==> config.mk <==
export PLATFORM = sky130hd
export DESIGN_NAME = if_fetch_flat
export DESIGN_NICKNAME = d
export VERILOG_FILES = /design/src/rtl/if_fetch_if.sv /design/src/rtl/if_fetch.sv /design/src/flat_wrapper.sv
export SDC_FILE = /design/constraint.sdc
export NUM_CORES = 1
export LEC_CHECK = 0
export CORE_MARGIN = 2
export CORE_UTILIZATION = 49
export CTS_CLUSTER_SIZE = 28
export DETAILED_ROUTE_END_ITERATION = 10
export GPL_ROUTABILITY_DRIVEN = 0
export GPL_TIMING_DRIVEN = 0
export MAX_ROUTING_LAYER = met4
export PLACE_DENSITY_LB_ADDON = 0.2
export SYNTH_ARGS = -nofsm -noshare
export SYNTH_HDL_FRONTEND = slang
export SYNTH_SLANG_ARGS = --single-unit
==> constraint.sdc <==
create_clock -name clk -period 8.77 [get_ports clk]
set_input_delay 2.1925 -clock clk [delete_from_list [all_inputs] [get_ports clk]]
set_output_delay 2.1925 -clock clk [all_outputs]
set_load 0.01 [all_outputs]
==> src/rtl/if_fetch_if.sv <==
`default_nettype none
//------------------------------------------------------------------------------
// Module      : if_fetch_if
// Description : Instruction-memory request/response bundle between the fetch
//               stage (master) and instruction memory (slave).
// Revision    : 1.0 - initial release
//------------------------------------------------------------------------------
`ifndef DATA_WIDTH
`define DATA_WIDTH 32
`endif

interface if_fetch_if;
    logic                   imem_req_o;
    logic [31:0]            imem_addr_o;
    logic                   imem_ready_i;
    logic                   imem_rvalid_i;
    logic [`DATA_WIDTH-1:0] imem_rdata_i;

    modport master (
        output imem_req_o,
        output imem_addr_o,
        input  imem_ready_i,
        input  imem_rvalid_i,
        input  imem_rdata_i
    );

    modport slave (
        input  imem_req_o,
        input  imem_addr_o,
        output imem_ready_i,
        output imem_rvalid_i,
        output imem_rdata_i
    );
endinterface

`default_nettype wire

==> src/rtl/if_fetch.sv <==
`default_nettype none
//------------------------------------------------------------------------------
// Module      : if_fetch
// Description : RISC-V instruction-fetch stage. Owns the PC, issues word
//               fetches under a credit limit, buffers returned words with
//               their addresses and presents the buffer head to decode.
//               Handles decode stall and branch/jump redirect (flush).
//               Optional feature macro: IF_MISALIGN_CHECK_EN (misaligned
//               redirect target raises exc_misalign_o and halts fetching).
// Revision    : 1.0 - initial release
//------------------------------------------------------------------------------
`ifndef DATA_WIDTH
`define DATA_WIDTH 32
`endif

module if_fetch #(
    parameter logic [31:0] RESET_PC   = 32'h0000_0000,
    parameter int          FIFO_DEPTH = 2
) (
    input  wire                    clk,
    input  wire                    rst,
    input  wire                    stall_i,
    input  wire                    flush_i,
    input  wire [31:0]             flush_pc_i,
    if_fetch_if.master             imem,
    output logic                   inst_valid_o,
    output logic [`DATA_WIDTH-1:0] inst_o,
    output logic [31:0]            inst_addr_o
`ifdef IF_MISALIGN_CHECK_EN
    ,
    output logic                   exc_misalign_o
`endif
);

    localparam int c_PTR_W = $clog2(FIFO_DEPTH);
    localparam int c_CNT_W = $clog2(FIFO_DEPTH + 1);
    localparam logic [c_CNT_W:0]       c_DEPTH = (c_CNT_W + 1)'(FIFO_DEPTH);
    localparam logic [`DATA_WIDTH-1:0] c_NOP   = `DATA_WIDTH'(32'h0000_0013);

    logic [31:0]            r_pc;
    logic [c_CNT_W-1:0]     r_outstanding;
    logic [c_CNT_W-1:0]     r_drop;
    logic [c_CNT_W-1:0]     r_count;
    logic [c_PTR_W-1:0]     r_rd_ptr;
    logic [c_PTR_W-1:0]     r_wr_ptr;
    logic [c_PTR_W-1:0]     r_aq_rd;
    logic [c_PTR_W-1:0]     r_aq_wr;
    logic [31:0]            r_addr_hold;
    logic [31:0]            r_fifo_addr [FIFO_DEPTH];
    logic [`DATA_WIDTH-1:0] r_fifo_inst [FIFO_DEPTH];
    logic [31:0]            r_aq_addr   [FIFO_DEPTH];

    logic [31:0]            w_flush_pc;
    logic                   w_fetch_en;
    logic                   w_valid;
    logic                   w_pop;
    logic [c_CNT_W:0]       w_credit;
    logic                   w_req;
    logic                   w_accept;
    logic                   w_resp;
    logic                   w_drop_resp;
    logic                   w_push;

`ifdef IF_MISALIGN_CHECK_EN
    logic                   r_exc;

    assign w_flush_pc     = flush_pc_i;
    assign w_fetch_en     = !r_exc;
    assign exc_misalign_o = r_exc;
`else
    // Without the check, the low address bits of a redirect are forced to 00.
    assign w_flush_pc     = flush_pc_i & 32'hFFFF_FFFC;
    assign w_fetch_en     = 1'b1;
`endif

    // Handshake decode: pop, credit-limited issue, response steering.
    always_comb begin
        w_valid     = (r_count != '0);
        w_pop       = w_valid && !stall_i && !flush_i;
        // Slots already claimed by in-flight fetches plus buffered words,
        // less the one leaving this cycle, must stay below the buffer size.
        w_credit    = {1'b0, r_outstanding} + {1'b0, r_count} - {{c_CNT_W{1'b0}}, w_pop};
        w_req       = rst && !flush_i && w_fetch_en && (w_credit < c_DEPTH);
        w_accept    = w_req && imem.imem_ready_i;
        // Responses with nothing outstanding (e.g. left over across a reset) are ignored.
        w_resp      = rst && imem.imem_rvalid_i && (r_outstanding != '0);
        w_drop_resp = w_resp && (r_drop != '0);
        w_push      = w_resp && !w_drop_resp && !flush_i;
    end

    assign imem.imem_req_o  = w_req;
    assign imem.imem_addr_o = r_pc;

    // Decode-side view of the buffer head; address holds when the buffer is empty.
    always_comb begin
        inst_valid_o = w_valid;
        inst_o       = c_NOP;
        inst_addr_o  = r_addr_hold;
        if (w_valid) begin
            inst_o      = r_fifo_inst[r_rd_ptr];
            inst_addr_o = r_fifo_addr[r_rd_ptr];
        end
    end

    // PC, credit/drop counters and buffer/queue pointers.
    always_ff @(posedge clk) begin
        if (!rst) begin
            r_pc          <= RESET_PC;
            r_outstanding <= '0;
            r_drop        <= '0;
            r_count       <= '0;
            r_rd_ptr      <= '0;
            r_wr_ptr      <= '0;
            r_aq_rd       <= '0;
            r_aq_wr       <= '0;
`ifdef IF_MISALIGN_CHECK_EN
            r_exc         <= 1'b0;
`endif
        end else if (flush_i) begin
            // Every fetch still outstanding after this cycle's response is stale.
            r_pc          <= w_flush_pc;
            r_outstanding <= r_outstanding - c_CNT_W'(w_resp);
            r_drop        <= r_outstanding - c_CNT_W'(w_resp);
            r_count       <= '0;
            r_rd_ptr      <= '0;
            r_wr_ptr      <= '0;
            r_aq_rd       <= '0;
            r_aq_wr       <= '0;
`ifdef IF_MISALIGN_CHECK_EN
            r_exc         <= (flush_pc_i[1:0] != 2'b00);
`endif
        end else begin
            if (w_accept) begin
                r_pc    <= r_pc + 32'd4;
                r_aq_wr <= r_aq_wr + c_PTR_W'(1);
            end
            r_outstanding <= r_outstanding + c_CNT_W'(w_accept) - c_CNT_W'(w_resp);
            if (w_drop_resp) begin
                r_drop <= r_drop - c_CNT_W'(1);
            end
            if (w_push) begin
                r_wr_ptr <= r_wr_ptr + c_PTR_W'(1);
                r_aq_rd  <= r_aq_rd + c_PTR_W'(1);
            end
            if (w_pop) begin
                r_rd_ptr <= r_rd_ptr + c_PTR_W'(1);
            end
            r_count <= r_count + c_CNT_W'(w_push) - c_CNT_W'(w_pop);
        end
    end

    // Storage for in-flight addresses and returned {addr, inst} pairs.
    always_ff @(posedge clk) begin
        if (w_accept) begin
            r_aq_addr[r_aq_wr] <= r_pc;
        end
        if (w_push) begin
            r_fifo_addr[r_wr_ptr] <= r_aq_addr[r_aq_rd];
            r_fifo_inst[r_wr_ptr] <= imem.imem_rdata_i;
        end
    end

    // Remember the last presented address so it holds while the buffer is empty.
    always_ff @(posedge clk) begin
        if (!rst) begin
            r_addr_hold <= 32'h0000_0000;
        end else begin
            r_addr_hold <= inst_addr_o;
        end
    end

endmodule

`default_nettype wire

==> src/flat_wrapper.sv <==
// flat-port wrapper written by rule: the top's interface ports become plain ports
module if_fetch_flat 
#(
    parameter logic [31:0] RESET_PC   = 32'h0000_0000,
    parameter int          FIFO_DEPTH = 2
)
  (clk, rst, stall_i, flush_i, flush_pc_i, inst_valid_o, inst_o, inst_addr_o, imem_imem_req_o, imem_imem_addr_o, imem_imem_ready_i, imem_imem_rvalid_i, imem_imem_rdata_i);
  if_fetch_if imem_i ();
  input  wire clk;
  input  wire rst;
  input  wire stall_i;
  input  wire flush_i;
  input  wire [31:0] flush_pc_i;
  output logic inst_valid_o;
  output logic [`DATA_WIDTH-1:0] inst_o;
  output logic [31:0] inst_addr_o;
  output wire logic [$bits(imem_i.imem_req_o)-1:0] imem_imem_req_o;
  output wire logic [$bits(imem_i.imem_addr_o)-1:0] imem_imem_addr_o;
  input wire logic [$bits(imem_i.imem_ready_i)-1:0] imem_imem_ready_i;
  input wire logic [$bits(imem_i.imem_rvalid_i)-1:0] imem_imem_rvalid_i;
  input wire logic [$bits(imem_i.imem_rdata_i)-1:0] imem_imem_rdata_i;
  assign imem_imem_req_o = imem_i.imem_req_o;
  assign imem_imem_addr_o = imem_i.imem_addr_o;
  assign imem_i.imem_ready_i = imem_imem_ready_i;
  assign imem_i.imem_rvalid_i = imem_imem_rvalid_i;
  assign imem_i.imem_rdata_i = imem_imem_rdata_i;
  if_fetch #(.RESET_PC(RESET_PC), .FIFO_DEPTH(FIFO_DEPTH)) u_core (.clk(clk), .rst(rst), .stall_i(stall_i), .flush_i(flush_i), .flush_pc_i(flush_pc_i), .imem(imem_i), .inst_valid_o(inst_valid_o), .inst_o(inst_o), .inst_addr_o(inst_addr_o));
endmodule
==> metrics.md <==
| Metric | Value |
|---|---|
| Worst-Margin Slew | `0.917 ns` |
| Hold Crit Start | `u_core.r_addr_hold[0]$_SDFF_PN0_` |
| Antenna Nets Post-Route | `0` |
| Area after DPL | `0.0123 mm²` |
| Ports | `168` |
| Seq cells post-synth | `approximately 260` |
| Pwr Density | `between 150 and 200 mW/mm²` |
| First-pass GRT wire length | `34,800 µm` |
| R2R Setup Slk | `approximately 4.3 ns` |
| Fin crit period | `roughly 7.5 ns` |
| Largest net degree at the start of global routing | `44` |
| Number of placement rows | `52` |
| Setup TNS | `0 ns` |
| Critical R2R Launch | `u_core.r_count[0]$_SDFF_PP0_` |
| Synth area leader | `edfxtp_1` |
| WP data arrival | `5.32 ns` |
| Crit path kind | `input port to output port` |
| Hold/Removal Path Class | `register to register` |
| Post-CTS Hold Fix Bufs | `0` |
| Fin Hold WS | `0.480 ns` |
| Routed wire length | `22,400 µm` |
| Total grt overflow | `0` |
| Post-Place Setup Slack | `1.33 ns` |
| TritonCTS clock tree | `done` |
| Worst VDD drop | `0.161 mV` |
| Hold-critical path depth | `1` |
| Setup crit end kind | `output port` |
| Cts repair resizes | `0` |
| Cells after DPL | `1,193` |
| Mean Syn Cell Area | `13.5 µm²` |
| Finished Layout Cells | `roughly 1,200` |
| PortBufs | `162` |
| Post-synth EDFFs | `between 150 and 200` |
| Hold Crit Endpoint | `u_core.r_addr_hold[0]$_SDFF_PN0_` |
| Die area | `0.0220 mm²` |
| Clock Tree Buf Depth | `3` |
| Layout area overhead | `28.8%` |
| Die Height | `148 µm` |
| Fin area | `0.0131 mm²` |
| Syn Inst Count | `753` |
| Top FF cell, synth | `edfxtp_1` |
| Final count of negative-setup-slack endpoints | `0` |
| Post-CTS Setup Inserts | `0` |
| Fin nets | `between 1,000 and 1,500` |
| Clk sink count | `~260` |
| DRC | `0` |
| Max Freq | `0.133 GHz` |
| Req. time, crit path | `6.58 ns` |
| Ys Warns | `0` |
| Skew-Pair Late Insertion Delay | `0.52 ns` |
| Post-Syn Area | `0.0102 mm²` |
| Synth top area cells | `edfxtp_1 (54%), dfxtp_1 (15%), mux2i_1 (6.2%)` |
| Tot GR Track Use | `20.9%` |
| Post-DR wirelength/cell | `18.0 µm` |
| Reg-to-Reg End | `u_core.r_aq_addr[0][15]$_DFFE_PP_` |
| Post-synth top cells | `edfxtp_1 (184), dfxtp_1 (74), mux2i_1 (63), nor2_1 (63), nand2_1 (56)` |
| Detailed placer's ending HPWL | `15,400 µm` |
| H-tree levels | `1` |
| Top cell type's share of synthesized area | `54.2%` |
| Initial antenna violation count | `0` |
| Die X | `148 µm` |
| Status | `finished clean` |
| Post-Synth XOR/XNOR Area | `2.41%` |
| Slew Viols, Final | `0` |
| Diode count | `0` |
| Initial Util | `50.2%` |
| Detailed-router iteration count before antenna repair | `5` |
| Count leader, synth | `edfxtp_1` |
| Max cap viols | `0` |
| DR vias | `6,545` |
| Vias in the first global route | `between 6,000 and 7,000` |
| Simple-gate share of the synthesized area | `a little over a tenth` |
| Unrepaired setup endpoints after global routing | `no` |
| Share of cells above drive strength 1 | `9.36%` |
| Number of buffers created by CTS | `27` |
| Post-synthesis mux area share | `9.62%` |
| Synth Area in Compound Gates | `5.43%` |
| Clock-pin slew on the worst setup and hold paths | `roughly 0.060 ns` |
| Period utilization | `85.6%` |
| Crit path launch type | `input port` |
| Clock Skews | `0.00781 ns` |
| Via density | `5.27` |
| Sequential fraction of the synthesis area | `68.8%` |
| Clock Tree Root | `clkbuf_16` |
| Final worst slack | `1.26 ns` |
| Final hold vios | `0` |
| Static Leakage | `between 4 and 5 nW` |
| Adder-cell share of the synthesized area | `0.811%` |
| CP max FO | `10` |
| Relative slew slack | `about two fifths` |
| Cells on worst reg2reg path | `10` |
| Yosys cell types | `46` |
| Async SR Flop Fraction | `0%` |
| Core area | `between 0.02 and 0.025 mm²` |
| Largest family of logic cells by synthesized area | `simple AND/OR/NAND/NOR gates` |
| Iteration-0 DRC Markers | `520` |
## critical path, cell delays in order
cell             delay, ns
clkdlybuf4s50_1       0.47
clkbuf_1              0.30
clkbuf_1              0.44
nor2_1                0.17
and3_1                0.24
fa_1                  0.45
xor2_1                0.30
and3_1                0.21
clkdlybuf4s50_1       0.53
## registers in the layout (all words and copies together) (netlist names), named ones only
register,flops
u_core.r_drop,2
u_core.imem.imem_addr_o,30
u_core.r_fifo_inst,64
u_core.r_fifo_addr,60
u_core.r_count,2
u_core.r_aq_rd,1
u_core.r_rd_ptr,1
u_core.r_aq_addr,60
u_core.r_addr_hold,32
u_core.r_outstanding,2
u_core.r_aq_wr,1
u_core.r_wr_ptr,1
## stage by stage
stage	utilization, %	power, W
floorplan	-	0.00144
global placement	59.9	0.00153
detailed placement	60.4	0.00153
CTS	64.6	0.00263
global route	64.6	0.00269
finish	64.6	0.00261
## cells in the final DEF, fill, tap and decap left out, drive strengths merged, types with 11 or more instances in the layout
| cell type | n |
|---|---|
| a21oi | 12 |
| and2 | 41 |
| buf | 17 |
| clkbuf | 69 |
| clkdlybuf4s50 | 162 |
| dfxtp | 74 |
| edfxtp | 184 |
| inv | 12 |
| mux2 | 31 |
| mux2i | 63 |
| nand2 | 57 |
| nand3 | 16 |
| nand4 | 12 |
| nor2 | 63 |
| nor3 | 11 |
| o21ai | 45 |
| xnor2 | 12 |
| xor2 | 16 |
## cell families after synthesis
kind of cell | count (synthesis)
compound gates | 92
buf+inv | 51
flops | 258
mux | 94
other cells | 1
xor+xnor | 28
simple gates | 223
fa+ha+maj | 6
## per-layer routing
| layer | share of wire [%] | global-route usage, % | vias to the layer above | wire (µm) |
|---|---|---|---|---|
| met2 | 47 | 32.1 | 209 | 10600 |
| met1 | 44 | 29.6 | 3146 | 9940 |
| met3 | 6.0 | 2.94 | 38 | 1340 |
| met4 | 2.1 | 5.57 | 0 | 480 |
| met5 | 0 | - | - | 0 |
| li1 | - | - | 3152 | - |
## area by class of cell
| cell class | instances | area (µm²) |
|---|---|---|
| Clock buffer | 40 | 734 |
| Sequential cell | 258 | 7010 |
| Inverter | 12 | 45.0 |
| Tap cell | 270 | 338 |
| Buffer | 39 | 164 |
| Multi-Input combinational cell | 445 | 2990 |
| Timing Repair Buffer | 169 | 1720 |
| Clock inverter | 9 | 123 |
| Fill cell | 1566 | 7180 |
## report_power, final
part           switching, W  leakage (nW)  total (W)  internal, W
clock network      0.000438         0.418    0.00110     0.000666
logic             0.0000725          1.67   0.000149    0.0000766
registers         0.0000264          2.28    0.00136      0.00133
total              0.000537          4.37    0.00261      0.00207
## worst max path at each step
stage / from / cells after the start / slack, ns / endpoint
finish: flush_i / 9 / 1.26 / imem_imem_req_o
global placement: flush_i / 4 / -2.08 / u_core.r_fifo_inst[0][7]$_DFFE_PP_
floorplan: flush_i / 3 / 1.33 / u_core.r_fifo_addr[0][10]$_DFFE_PP_
global route: flush_i / 10 / 1.07 / imem_imem_req_o
CTS: flush_i / 9 / 1.30 / imem_imem_req_o
detailed placement: flush_i / 9 / 1.33 / imem_imem_req_o
Note: power is estimated with default switching activity, not from simulation.
